[src/rtl/swu_frame_sequencer.sv]
// Frame-level handshake sequencer around a sliding-window unit: gates input and
// output streams per frame, pulses the window unit's reset between frames.
module swu_frame_sequencer #(
  parameter int SIMD          = 1,
  parameter int MMV           = 2,
  parameter int IFMChannels   = 2,
  parameter int IFMWidth      = 8,
  parameter int IFMHeight     = 8,
  parameter int KERNEL_WIDTH  = 3,
  parameter int KERNEL_HEIGHT = 3,
  parameter int OFMWidth      = 6,
  parameter int OFMHeight     = 6,
  parameter int RESET_CYCLES  = 2
) (
  input  logic        clk,
  input  logic        resetn,
  input  logic        enable,
  input  logic        s_tvalid,
  output logic        s_tready,
  output logic        swu_in_tvalid,
  input  logic        swu_in_tready,
  input  logic        swu_out_tvalid,
  output logic        swu_out_tready,
  output logic        m_tvalid,
  input  logic        m_tready,
  output logic        swu_resetn,
  output logic        frame_done,
  output logic [15:0] frame_count,
  output logic        busy,
  output logic        protocol_err
);

  localparam int IN_WORDS  = IFMHeight * IFMWidth * IFMChannels / (SIMD * MMV);
  localparam int OUT_WORDS = OFMHeight * OFMWidth * KERNEL_HEIGHT * KERNEL_WIDTH * IFMChannels / SIMD;
  localparam int IN_W      = $clog2(IN_WORDS + 1);
  localparam int OUT_W     = $clog2(OUT_WORDS + 1);
  localparam int RC_W      = $clog2(RESET_CYCLES + 1);

  localparam logic [IN_W-1:0]  IN_LAST  = IN_W'(IN_WORDS - 1);
  localparam logic [IN_W-1:0]  IN_ONE   = IN_W'(1);
  localparam logic [OUT_W-1:0] OUT_LAST = OUT_W'(OUT_WORDS - 1);
  localparam logic [OUT_W-1:0] OUT_ONE  = OUT_W'(1);
  localparam logic [RC_W-1:0]  RC_LAST  = RC_W'(RESET_CYCLES - 1);
  localparam logic [RC_W-1:0]  RC_ONE   = RC_W'(1);

  typedef enum logic [1:0] {
    IDLE  = 2'd0,
    RUN   = 2'd1,
    DRAIN = 2'd2,
    FLUSH = 2'd3
  } state_t;

  state_t           state_r, state_next_s;
  logic [IN_W-1:0]  in_cnt_r;
  logic [OUT_W-1:0] out_cnt_r;
  logic [RC_W-1:0]  rst_cnt_r;
  logic [15:0]      frame_count_r;
  logic             frame_done_r, swu_resetn_r, protocol_err_r;

  logic in_open_s, out_open_s, in_acc_s, out_acc_s;
  logic in_last_s, out_last_s, flush_last_s, flush_entry_s, err_s;

  assign in_open_s     = (state_r == RUN);
  assign out_open_s    = (state_r == RUN) || (state_r == DRAIN);
  assign in_acc_s      = in_open_s & s_tvalid & swu_in_tready;
  assign out_acc_s     = out_open_s & swu_out_tvalid & m_tready;
  assign in_last_s     = in_acc_s & (in_cnt_r == IN_LAST);
  assign out_last_s    = out_acc_s & (out_cnt_r == OUT_LAST);
  assign flush_last_s  = (rst_cnt_r == RC_LAST);
  assign flush_entry_s = (state_next_s == FLUSH) && (state_r != FLUSH);

  // Handshake gating is purely combinational so no latency is added on any path.
  assign swu_in_tvalid  = in_open_s & s_tvalid;
  assign s_tready       = in_open_s & swu_in_tready;
  assign m_tvalid       = out_open_s & swu_out_tvalid;
  assign swu_out_tready = out_open_s & m_tready;

  assign swu_resetn   = swu_resetn_r;
  assign frame_done   = frame_done_r;
  assign frame_count  = frame_count_r;
  assign protocol_err = protocol_err_r;
  assign busy         = (state_r != IDLE);

  // Next-state decode; finishing outputs while inputs are still short flags an error.
  always_comb begin
    state_next_s = state_r;
    err_s        = 1'b0;
    case (state_r)
      IDLE: begin
        if (enable) state_next_s = RUN;
        else        state_next_s = IDLE;
      end
      RUN: begin
        if (out_last_s && !in_last_s) begin
          state_next_s = FLUSH;
          err_s        = 1'b1;
        end else if (out_last_s) begin
          state_next_s = FLUSH;
        end else if (in_last_s) begin
          state_next_s = DRAIN;
        end else begin
          state_next_s = RUN;
        end
      end
      DRAIN: begin
        if (out_last_s) state_next_s = FLUSH;
        else            state_next_s = DRAIN;
      end
      FLUSH: begin
        if (flush_last_s) state_next_s = enable ? RUN : IDLE;
        else              state_next_s = FLUSH;
      end
      default: state_next_s = IDLE;
    endcase
  end

  // State, counters and registered status outputs.
  always_ff @(posedge clk) begin
    if (!resetn) begin
      state_r        <= IDLE;
      in_cnt_r       <= '0;
      out_cnt_r      <= '0;
      rst_cnt_r      <= '0;
      frame_count_r  <= 16'd0;
      frame_done_r   <= 1'b0;
      swu_resetn_r   <= 1'b0;
      protocol_err_r <= 1'b0;
    end else begin
      state_r      <= state_next_s;
      frame_done_r <= flush_entry_s;
      swu_resetn_r <= (state_next_s != FLUSH);
      if (flush_entry_s) begin
        in_cnt_r      <= '0;
        out_cnt_r     <= '0;
        frame_count_r <= frame_count_r + 16'd1;
      end else begin
        if (in_acc_s)  in_cnt_r  <= in_cnt_r + IN_ONE;
        if (out_acc_s) out_cnt_r <= out_cnt_r + OUT_ONE;
      end
      // Counts cycles spent in FLUSH; cleared on any other state.
      if ((state_r == FLUSH) && (state_next_s == FLUSH)) rst_cnt_r <= rst_cnt_r + RC_ONE;
      else                                                rst_cnt_r <= '0;
      if (err_s) protocol_err_r <= 1'b1;
    end
  end

endmodule

[config.mk]
export PLATFORM = sky130hd
export DESIGN_NAME = swu_frame_sequencer
export DESIGN_NICKNAME = d
export VERILOG_FILES = /design/src/rtl/swu_frame_sequencer.sv
export SDC_FILE = /design/constraint.sdc
export NUM_CORES = 1
export LEC_CHECK = 0
export ABC_CLOCK_PERIOD_IN_PS = 2070
export CAP_MARGIN = 30
export CORE_ASPECT_RATIO = 1.2
export CORE_MARGIN = 2
export CORE_UTILIZATION = 49
export DETAILED_ROUTE_END_ITERATION = 10
export GPL_TIMING_DRIVEN = 0
export PLACE_DENSITY = 0.76
export SYNTH_ARGS = -nofsm -noshare
export SYNTH_HDL_FRONTEND = slang
export SYNTH_SLANG_ARGS = --single-unit
[constraint.sdc]
create_clock -name clk -period 2.07 [get_ports clk]
set_input_delay 0.621 -clock clk [delete_from_list [all_inputs] [get_ports clk]]
set_output_delay 0.621 -clock clk [all_outputs]
set_load 0.1 [all_outputs]
; Word level (Yosys, flattened, before mapping)
; Index checks and enable logic that the tools add are counted.
[word_totals]
regBits = 40
output_inout_bits = 24
word_cells = 48
[op_classes]
n_eq_ne = 9
addsub = 4
n_reduce_logical = 9
bitwise_logic = 9
n_mux = 9
[ops]
columns = cell, n
row1 = $add 16x1->16 const B, 1
row2 = $add 10x1->10 const B, 1
row3 = $eq 10x10->1 const B, 1
row4 = $and 1x1->1, 8
row5 = $mux 2, 4
row6 = $pmux 2 s4, 1
row7 = $add 7x1->7 const B, 1
row8 = $eq 7x6->1 const B, 1
row9 = $eq 2x2->1 const B, 3
row10 = $eq 2x1->1 const B, 2
row11 = $mux 1, 4
row12 = $ne 2x2->1 const B, 2
row13 = $logic_and 1x1->1, 3
row14 = $add 2x1->2 const B, 1
row15 = $logic_not 2->1, 1
row16 = $reduce_and 2->1, 1
row17 = $reduce_bool 2->1, 1
row18 = $reduce_or 2->1, 1
row19 = $logic_not 1->1, 1
row20 = $logic_or 1x1->1, 1
row21 = $not 1->1, 1

; Longest topological paths before layout
; Gate-level depths: netlist (run 1).
[logic_depth]
word_depth = 11
mapped_depth = 8
ltp_nobuf = 7

; Least setup slack after synthesis (run 1)
; Ideal clock, no wire load.
[synth_timing]
path_kind = register to register
start = register frame_count_r[3] (netlist: frame_count[3])
end = register frame_count_r[14] (netlist: frame_count[14])
setup_slack_ns = -0.220
path_buffers = 0
arrival_time_ns = 2.218
path_stages_with_launch = 6
required_ns = 1.998
synth_period_minus_slack_ns = 2.290
path_cell_list = dfxtp_1 -> nand4_1 -> nor3_1 -> nand4_1 -> a211oi_1 -> mux2i_1
[synth_via]
elab_chain_len = 1
[synth_rtl]
columns = item, line
row1 = "start, declared", 57  ; logic [15:0] frame_count_r;
row2 = "start signal, assigned", 135  ; frame_count_r <= frame_count_r + 16'd1;
row3 = $add 16x1->16, 135
; No other way between the ends.
; A chain may end at the register's enable or synchronous reset.

; Worst setup path in the final report (run 1)
[layout_timing]
start = register state_r[1]
end = register out_cnt_r[6]
[layout_via]
elab_chain_len = 11
[layout_rtl]
columns = item, line
row1 = "start, declared", 53  ; state_t state_r, state_next_s;
row2 = "start signal, assigned", 129  ; state_r <= state_next_s;
row3 = $eq 2x1->1 / $eq 2x2->1 (equally long branches), "63, 64, 88"
row4 = $and 1x1->1 / $logic_or 1x1->1 (equally long branches), "65, 64"
row5 = "$and 1x1->1, on equally long branches", "65, 66"
row6 = "$and 1x1->1, on equally long branches", "67, 66"
row7 = $mux 2 (tied with other cells), 99  ; end else if (in_last_s) begin
row8 = $mux 2 / $logic_and 1x1->1 (equally long branches), "97, 94"
row9 = $mux 2, 94  ; if (out_last_s && !in_last_s) begin
row10 = $pmux 2 s4, 88  ; case (state_r)
row11 = $eq 2x2->1, 70  ; assign flush_entry_s = (state_next_s == FLUSH) && (state_r != FLUSH);
row12 = $logic_and 1x1->1, 70
row13 = $reduce_or 2->1 (no line), -
row14 = "end signal, assigned", 138  ; if (out_acc_s) out_cnt_r <= out_cnt_r + OUT_ONE;
row15 = "end, declared", 55  ; logic [OUT_W-1:0] out_cnt_r;
; Several ways; a longest one is shown, not always the timed one.

==> results.cfg, run 1 <==
[worst_setup_path]
setup.worst_path.class = reg -> reg
r2r_slack_ns = -0.1
path_max_fanout = 10
endpoint_kind = flip-flop
r2r-end = out_cnt_r[6]$_SDFFE_PP0N_
r2r_start = state_r[1]$_SDFF_PN0_
cp.required_ns = 2.30
worstPathArrival_ns = 2.40
r2r_cells = 8
worstSetupStartpointType = flip-flop

[power_and_ir_drop]
clock_power_share = 0.362
p_sw_frac = 0.273
seqPwrFrac = 0.526
switching_power_mw = 0.402
vdd_drop_max_mv = 0.377
p_comb_frac = 0.112
p_leak_nw = 1.06
p_per_area_nw_per_um2 = 474
intPower_mw = 1.07

[min_path]
holdCritPathClass = reg -> reg
min_path_cells = 2
min_to = frame_count[8]$_SDFFE_PN0P_
hp-start = frame_count[8]$_SDFFE_PN0P_

[clock_network]
clockBufferDepth = 2
clk_latency_ns = 0.31
cts.sink_count = 40
cts_hold_buf = 0
cts_tree = yes
path_clk_slew_ns = 0.08
cts.root.buffer_cell = clkbuf_8
cts_made_buffers = 5
h-tree-depth = 2

[grt]
grt_max_degree = 14
grt_pass1_wl_mm = 8.70
grt_pass1_vias = 1869
antenna_found_initial = 0
gr-usage-all-layers = 0.213
grt_overflow = 0

[logic_synthesis]
synth.distinct_cells = 40
syn_nets = 257
yosysTopAreaCellShare = 0.346
synth_top_cell_by_area = dfxtp_1
synth_cells = 241
synth_edf_count = 0
netlist_area_um2 = 2310
synth_area_leaders = dfxtp_1 (35%), nor3b_2 (9.2%), mux2i_1 (7.8%)
syn_area_per_cell_um2 = 9.59
synth_ff_type = dfxtp_1
ys_seq_area_frac = 0.346
synth-seq-cells = 40
yosysWarnings = 0
synthArstFlopShare = 0

[place]
dp_hpwl_mm = 3.36
place_congestion = 0.802
dpl-instance-area_um2 = 2700
io_buffers = 30
dp_cells = 329

[floorplanning]
pin_count = 31
fp.dieH_um = 79.3
rows = 27
die_w_um = 66.7
start_util = 0.507
coreArea_um2 = 4560
dieArea_um2 = 5290

[drt]
via_per_inst = 5.31
wirelength_met1_mm = 2.13
wl_per_cell_um = 14.4
vias = 1859
top_layer_used = met4
wl_mm = 5.02
route.met3.wl_um = 138
drt_iter0_markers = 68
routed-wl-met2_mm = 2.67
antenna_left = 0
drtPass1Iterations = 4
drc = 0

[timing]
finalMaxSlewViolations = 0
finalCritPeriodShare = 1.05
timing_hold_violations_final = 0
setup_viol = 32
fin_skew_ns = 0.00850
clock.fmax_mhz = 461
finalCriticalPeriod_ns = 2.17
slew_headroom = 0.636
setup_ws_ns = -0.0982
tightestPinTransition_ns = 0.549
rsz0062_at_grt = yes

[finish]
layout_commonest_cell = nand2_1
nets = 307
area_growth_pct = 34.5
antennaDiodeCount = 0
drive_above_1_share = 0.414
layout_common_cells = nand2_1 (28), dfxtp_1 (27), nor3b_2 (18), mux2i_1 (18), clkdlybuf4s15_2 (18)
design_area_um2 = 3110
fin_cells = 350

[run_status]
status = complete, but fails checks
failed_checks = negative setup slack

[run]
maxCapViolCount = 0
[area by class of cell]
class                   instances  area [µm²]
inverters                       6        27.5
plain buffers                  11        75.1
multi-input cells             184        1600
clock buffers                   5        68.8
repair buffers                 43         430
well taps                      58        72.6
flip-flops and latches         40         820
clock inverters                 3        18.8
fillers                       347        1450
[through the flow]
step           utilization  setup slack, ns  hold slack (ns)  setup TNS, ns  power [mW]
6_report             0.682          -0.0982            0.474          -1.28        1.47
5_1_grt              0.682           -0.204            0.497          -4.14        1.53
4_1_cts              0.656           -0.104            0.432          -2.28        1.47
3_5_place_dp         0.593           -0.985            0.420         -27.34       0.928
3_3_place_gp         0.593           -0.991            0.418         -26.53       0.926
2_1_floorplan            -          0.00224            0.405              0       0.887
[metal layers]
metal | vias up | track usage
met5 | - | 0
met4 | 0 | 0.0816
met3 | 9 | 0.0482
met2 | 23 | 0.367
met1 | 892 | 0.254
li1 | 935 | -
[power by group through the flow]
stage                     combinational, mW  sequential (mW)  clock [mW]
after floorplan                      0.0867            0.800           0
after global placement                0.133            0.793           0
after detailed placement              0.135            0.793           0
after CTS                             0.153            0.774       0.543
after global routing                  0.178            0.775       0.579
final                                 0.165            0.775       0.533
[worst max-delay path, cell delays in order, from the launching register on]
cell and delay (ns):
dfxtp_2 0.37, inv_4 0.06, ha_4 0.16, or2_4 0.25, a221o_1 0.35, o32ai_4 0.38
a21boi_4 0.15, buf_8 0.17, nor3b_2 0.19
[repair_timing]
item                                    4_1_cts  5_1_grt
pin swaps                                    13       13
buffers inserted                              8        4
gates cloned                                  1        0
endpoints found under the setup margin       63       43
resized for setup                           120       25
[cells by family (layout without fill, tap and decap cells)]
| logic type | after synthesis | count (layout) | share of synthesized area |
|---|---|---|---|
| AND/OR/NAND/NOR | 119 | 119 | 0.343 |
| flip-flops | 40 | 40 | 0.346 |
| AO/OA/AOI/OAI | 24 | 24 | 0.0936 |
| multiplexers | 18 | 18 | 0.0779 |
| buffers and inverters | 17 | 68 | 0.0379 |
| XOR/XNOR | 14 | 14 | 0.0530 |
| adder cells (fa/ha/maj) | 9 | 9 | 0.0487 |
[worst max-delay path by stage]
stage / startpoint / to / slack, ns / cells after the start
after global placement: swu_in_tready / s_tready / -0.99 / 3
final: state_r[1]$_SDFF_PN0_ / out_cnt_r[6]$_SDFFE_PP0N_ / -0.1 / 8
after floorplan: state_r[0]$_SDFF_PN0_ / frame_done$_SDFF_PN0_ / 0.002 / 8
after global routing: state_r[1]$_SDFF_PN0_ / out_cnt_r[6]$_SDFFE_PP0N_ / -0.20 / 8
after detailed placement: swu_in_tready / s_tready / -0.98 / 3
after CTS: state_r[1]$_SDFF_PN0_ / frame_count[15]$_SDFFE_PN0P_ / -0.10 / 9
[sequential cells by signal, summed over array words and instances (netlist names)]
| signal | cells |
|---|---|
| frame_done | 1 |
| protocol_err | 1 |
| frame_count | 16 |
| in_cnt_r | 7 |
| rst_cnt_r | 2 |
| state_r | 2 |
| out_cnt_r | 10 |
| swu_resetn | 1 |
[Yosys cell counts, drive strengths merged (3+ instances only)]
master	n
nor2	10
nand3	9
ha	9
inv	6
a21boi	3
nand2b	16
nand4	9
dfxtp	40
nand2	30
buf	5
xnor2	6
a21oi	12
xor2	8
and3	7
mux2i	18
clkbuf	6
and2	8
nor3b	18
(Power assumes the default switching activity.)
==> run 2: changes to the inputs <==
Settings changed: PLACE_DENSITY 0.76 to 0.75, SKIP_CTS_REPAIR_TIMING set to 1, SLEW_MARGIN set to 20.
==> run 2 against run 1 <==
  * Sequential power is essentially flat
  * Highest routed layer unchanged
  * The run still ends with negative setup slack left
  * Critical endpoint is now out_cnt_r[3]$_SDFFE_PP0N_
  * Clock power rose by 6.4%
  * Design area is 1.2% higher
  * Critical path depth fell by 2
==> results.cfg, run 2 (synthesized netlist as in run 1, its figures left out) <==
[run_status]
status = complete, but fails checks
failed_checks = negative setup slack

[finish]
largest_register_ffs = 16
fin_cells = 352
nets = 310
utilization = 0.691
multi_input_area_um2 = 1570
area.sequential_um2 = 822
layout_commonest_cell = nand2_1
antennaDiodeCount = 0
layout_common_cells = nand2_1 (28), dfxtp_1 (27), nor3b_2 (18), mux2i_1 (18), dlymetal6s2s_1 (17)
area_growth_pct = 36.2
fillCellCount = 358
drive_above_1_share = 0.361

[place]
place_congestion = 0.818
dpl_worst_slack_ns = -0.973
io_buffers = 30
dp_cells = 329
dp_hpwl_mm = 3.31

[floorplanning]
fp.dieH_um = 79.3
rows = 27
coreArea_um2 = 4560
start_util = 0.507
pin_count = 31
die_w_um = 66.7
dieArea_um2 = 5290

[drt]
top_layer_used = met4
wl_per_cell_um = 15.1
wirelength_met1_mm = 2.17
drtPass1Iterations = 4
routed-wl-met2_mm = 2.93
route.met3.wl_um = 136
via_per_inst = 5.33
vias = 1877
wl_mm = 5.30
antenna_left = 0
drc = 0
drt_iter0_markers = 43

[worst_setup_path]
path_max_fanout = 5
worstPathArrival_ns = 2.45
worstPathCellList = clkdlybuf4s50_1 -> a221o_1 -> o32ai_4 -> a21boi_4 -> buf_6 -> nor3b_2
endpoint_kind = flip-flop
worstSetupStartpointType = primary input
cp.required_ns = 2.28
slowest_stage = clkdlybuf4s50_1
setup.worst_path.class = in -> reg
critPathMaxStageDelay_ns = 0.47

[grt]
grt_overflow = 0
grt_pass1_vias = 1696
antenna_found_initial = 0
grt_pass1_wl_mm = 7.56
gr-usage-all-layers = 0.187
grt_max_degree = 12

[timing]
worst_hold_slack_ns = 0.453
fin_skew_ns = 0.00622
finalCritPeriodShare = 1.08
setup_viol = 36
clock.fmax_mhz = 447
timing_hold_violations_final = 0
finalMaxSlewViolations = 0
setup_ws_ns = -0.169
finalCriticalPeriod_ns = 2.24
slew_headroom = 0.351
rsz0062_at_grt = yes
tightestPinTransition_ns = 0.972

[clock_network]
path_clk_slew_ns = 0.07
cts.sink_count = 40
h-tree-depth = 2
cts_tree = yes
cts.root.buffer_cell = clkbuf_8
clk_latency_ns = 0.30
clockBufferDepth = 2
cts_made_buffers = 5

[power_and_ir_drop]
p_per_area_nw_per_um2 = 478
clock_power_share = 0.376
finalPower_mw = 1.51
seqPwrFrac = 0.513
switching_power_mw = 0.374
intPower_mw = 1.13
p_comb_frac = 0.110
p_leak_nw = 1.35
vdd_drop_max_mv = 0.248
p_sw_frac = 0.248

[run]
maxCapViolCount = 0

[min_path]
holdCritPathClass = reg -> reg
==> run 2: cell count changes in the layout (fill, tap and decap cells not counted), sizes merged <==
cell,delta
clkinv,-3
dlymetal6s2s,+17
clkbuf,+9
dlygate4sd2,-4
clkdlybuf4s15,-18
buf,+1
==> run 2: cell type report <==
type	instances	area share
Buffer	11	0.0246
Multi-Input combinational cell	184	0.500
Clock buffer	7	0.0306
Tap cell	58	0.0230
Timing Repair Buffer	46	0.151
Sequential cell	40	0.261
Inverter	6	0.00954
==> run 2: final timing paths <==
path / slack, ns / from / depth (start not counted) / to
setup / recovery: -0.17 / enable / 6 / out_cnt_r[3]$_SDFFE_PP0N_
hold / removal: 0.45 / rst_cnt_r[0]$_SDFF_PN0_ / 1 / rst_cnt_r[0]$_SDFF_PN0_
setup reg to reg: -0.16 / state_r[1]$_SDFF_PN0_ / 8 / out_cnt_r[3]$_SDFFE_PP0N_
hold reg to reg: 0.45 / rst_cnt_r[0]$_SDFF_PN0_ / 1 / rst_cnt_r[0]$_SDFF_PN0_
==> run 2: worst max-delay path: cells and delay by family <==
family          cells  cell delay, ns
simple gates        1            0.19
compound gates      3            0.99
buf+inv             2            0.64
==> run 2: power groups by stage <==
stage	Clock, mW	Sequential [mW]	Combinational, mW
3_5_place_dp	0	0.793	0.135
3_3_place_gp	0	0.793	0.133
5_1_grt	0.610	0.774	0.176
2_1_floorplan	0	0.800	0.0867
6_report	0.567	0.774	0.166
4_1_cts	0.580	0.774	0.135
==> run 2: stage by stage <==
stage / TNS [ns] / cell area, µm²
floorplan: 0 / 2330
CTS: -21.69 / 2800
finish: -3.81 / 3150
global placement: -27.12 / 2700
detailed placement: -27.13 / 2700
global route: -5.83 / 3150
==> run 2: metal layers <==
metal | track usage | up-vias
li1 | - | 941
met1 | 0.223 | 900
met2 | 0.324 | 30
met3 | 0.0439 | 6
met4 | 0.0653 | 0
met5 | 0 | -
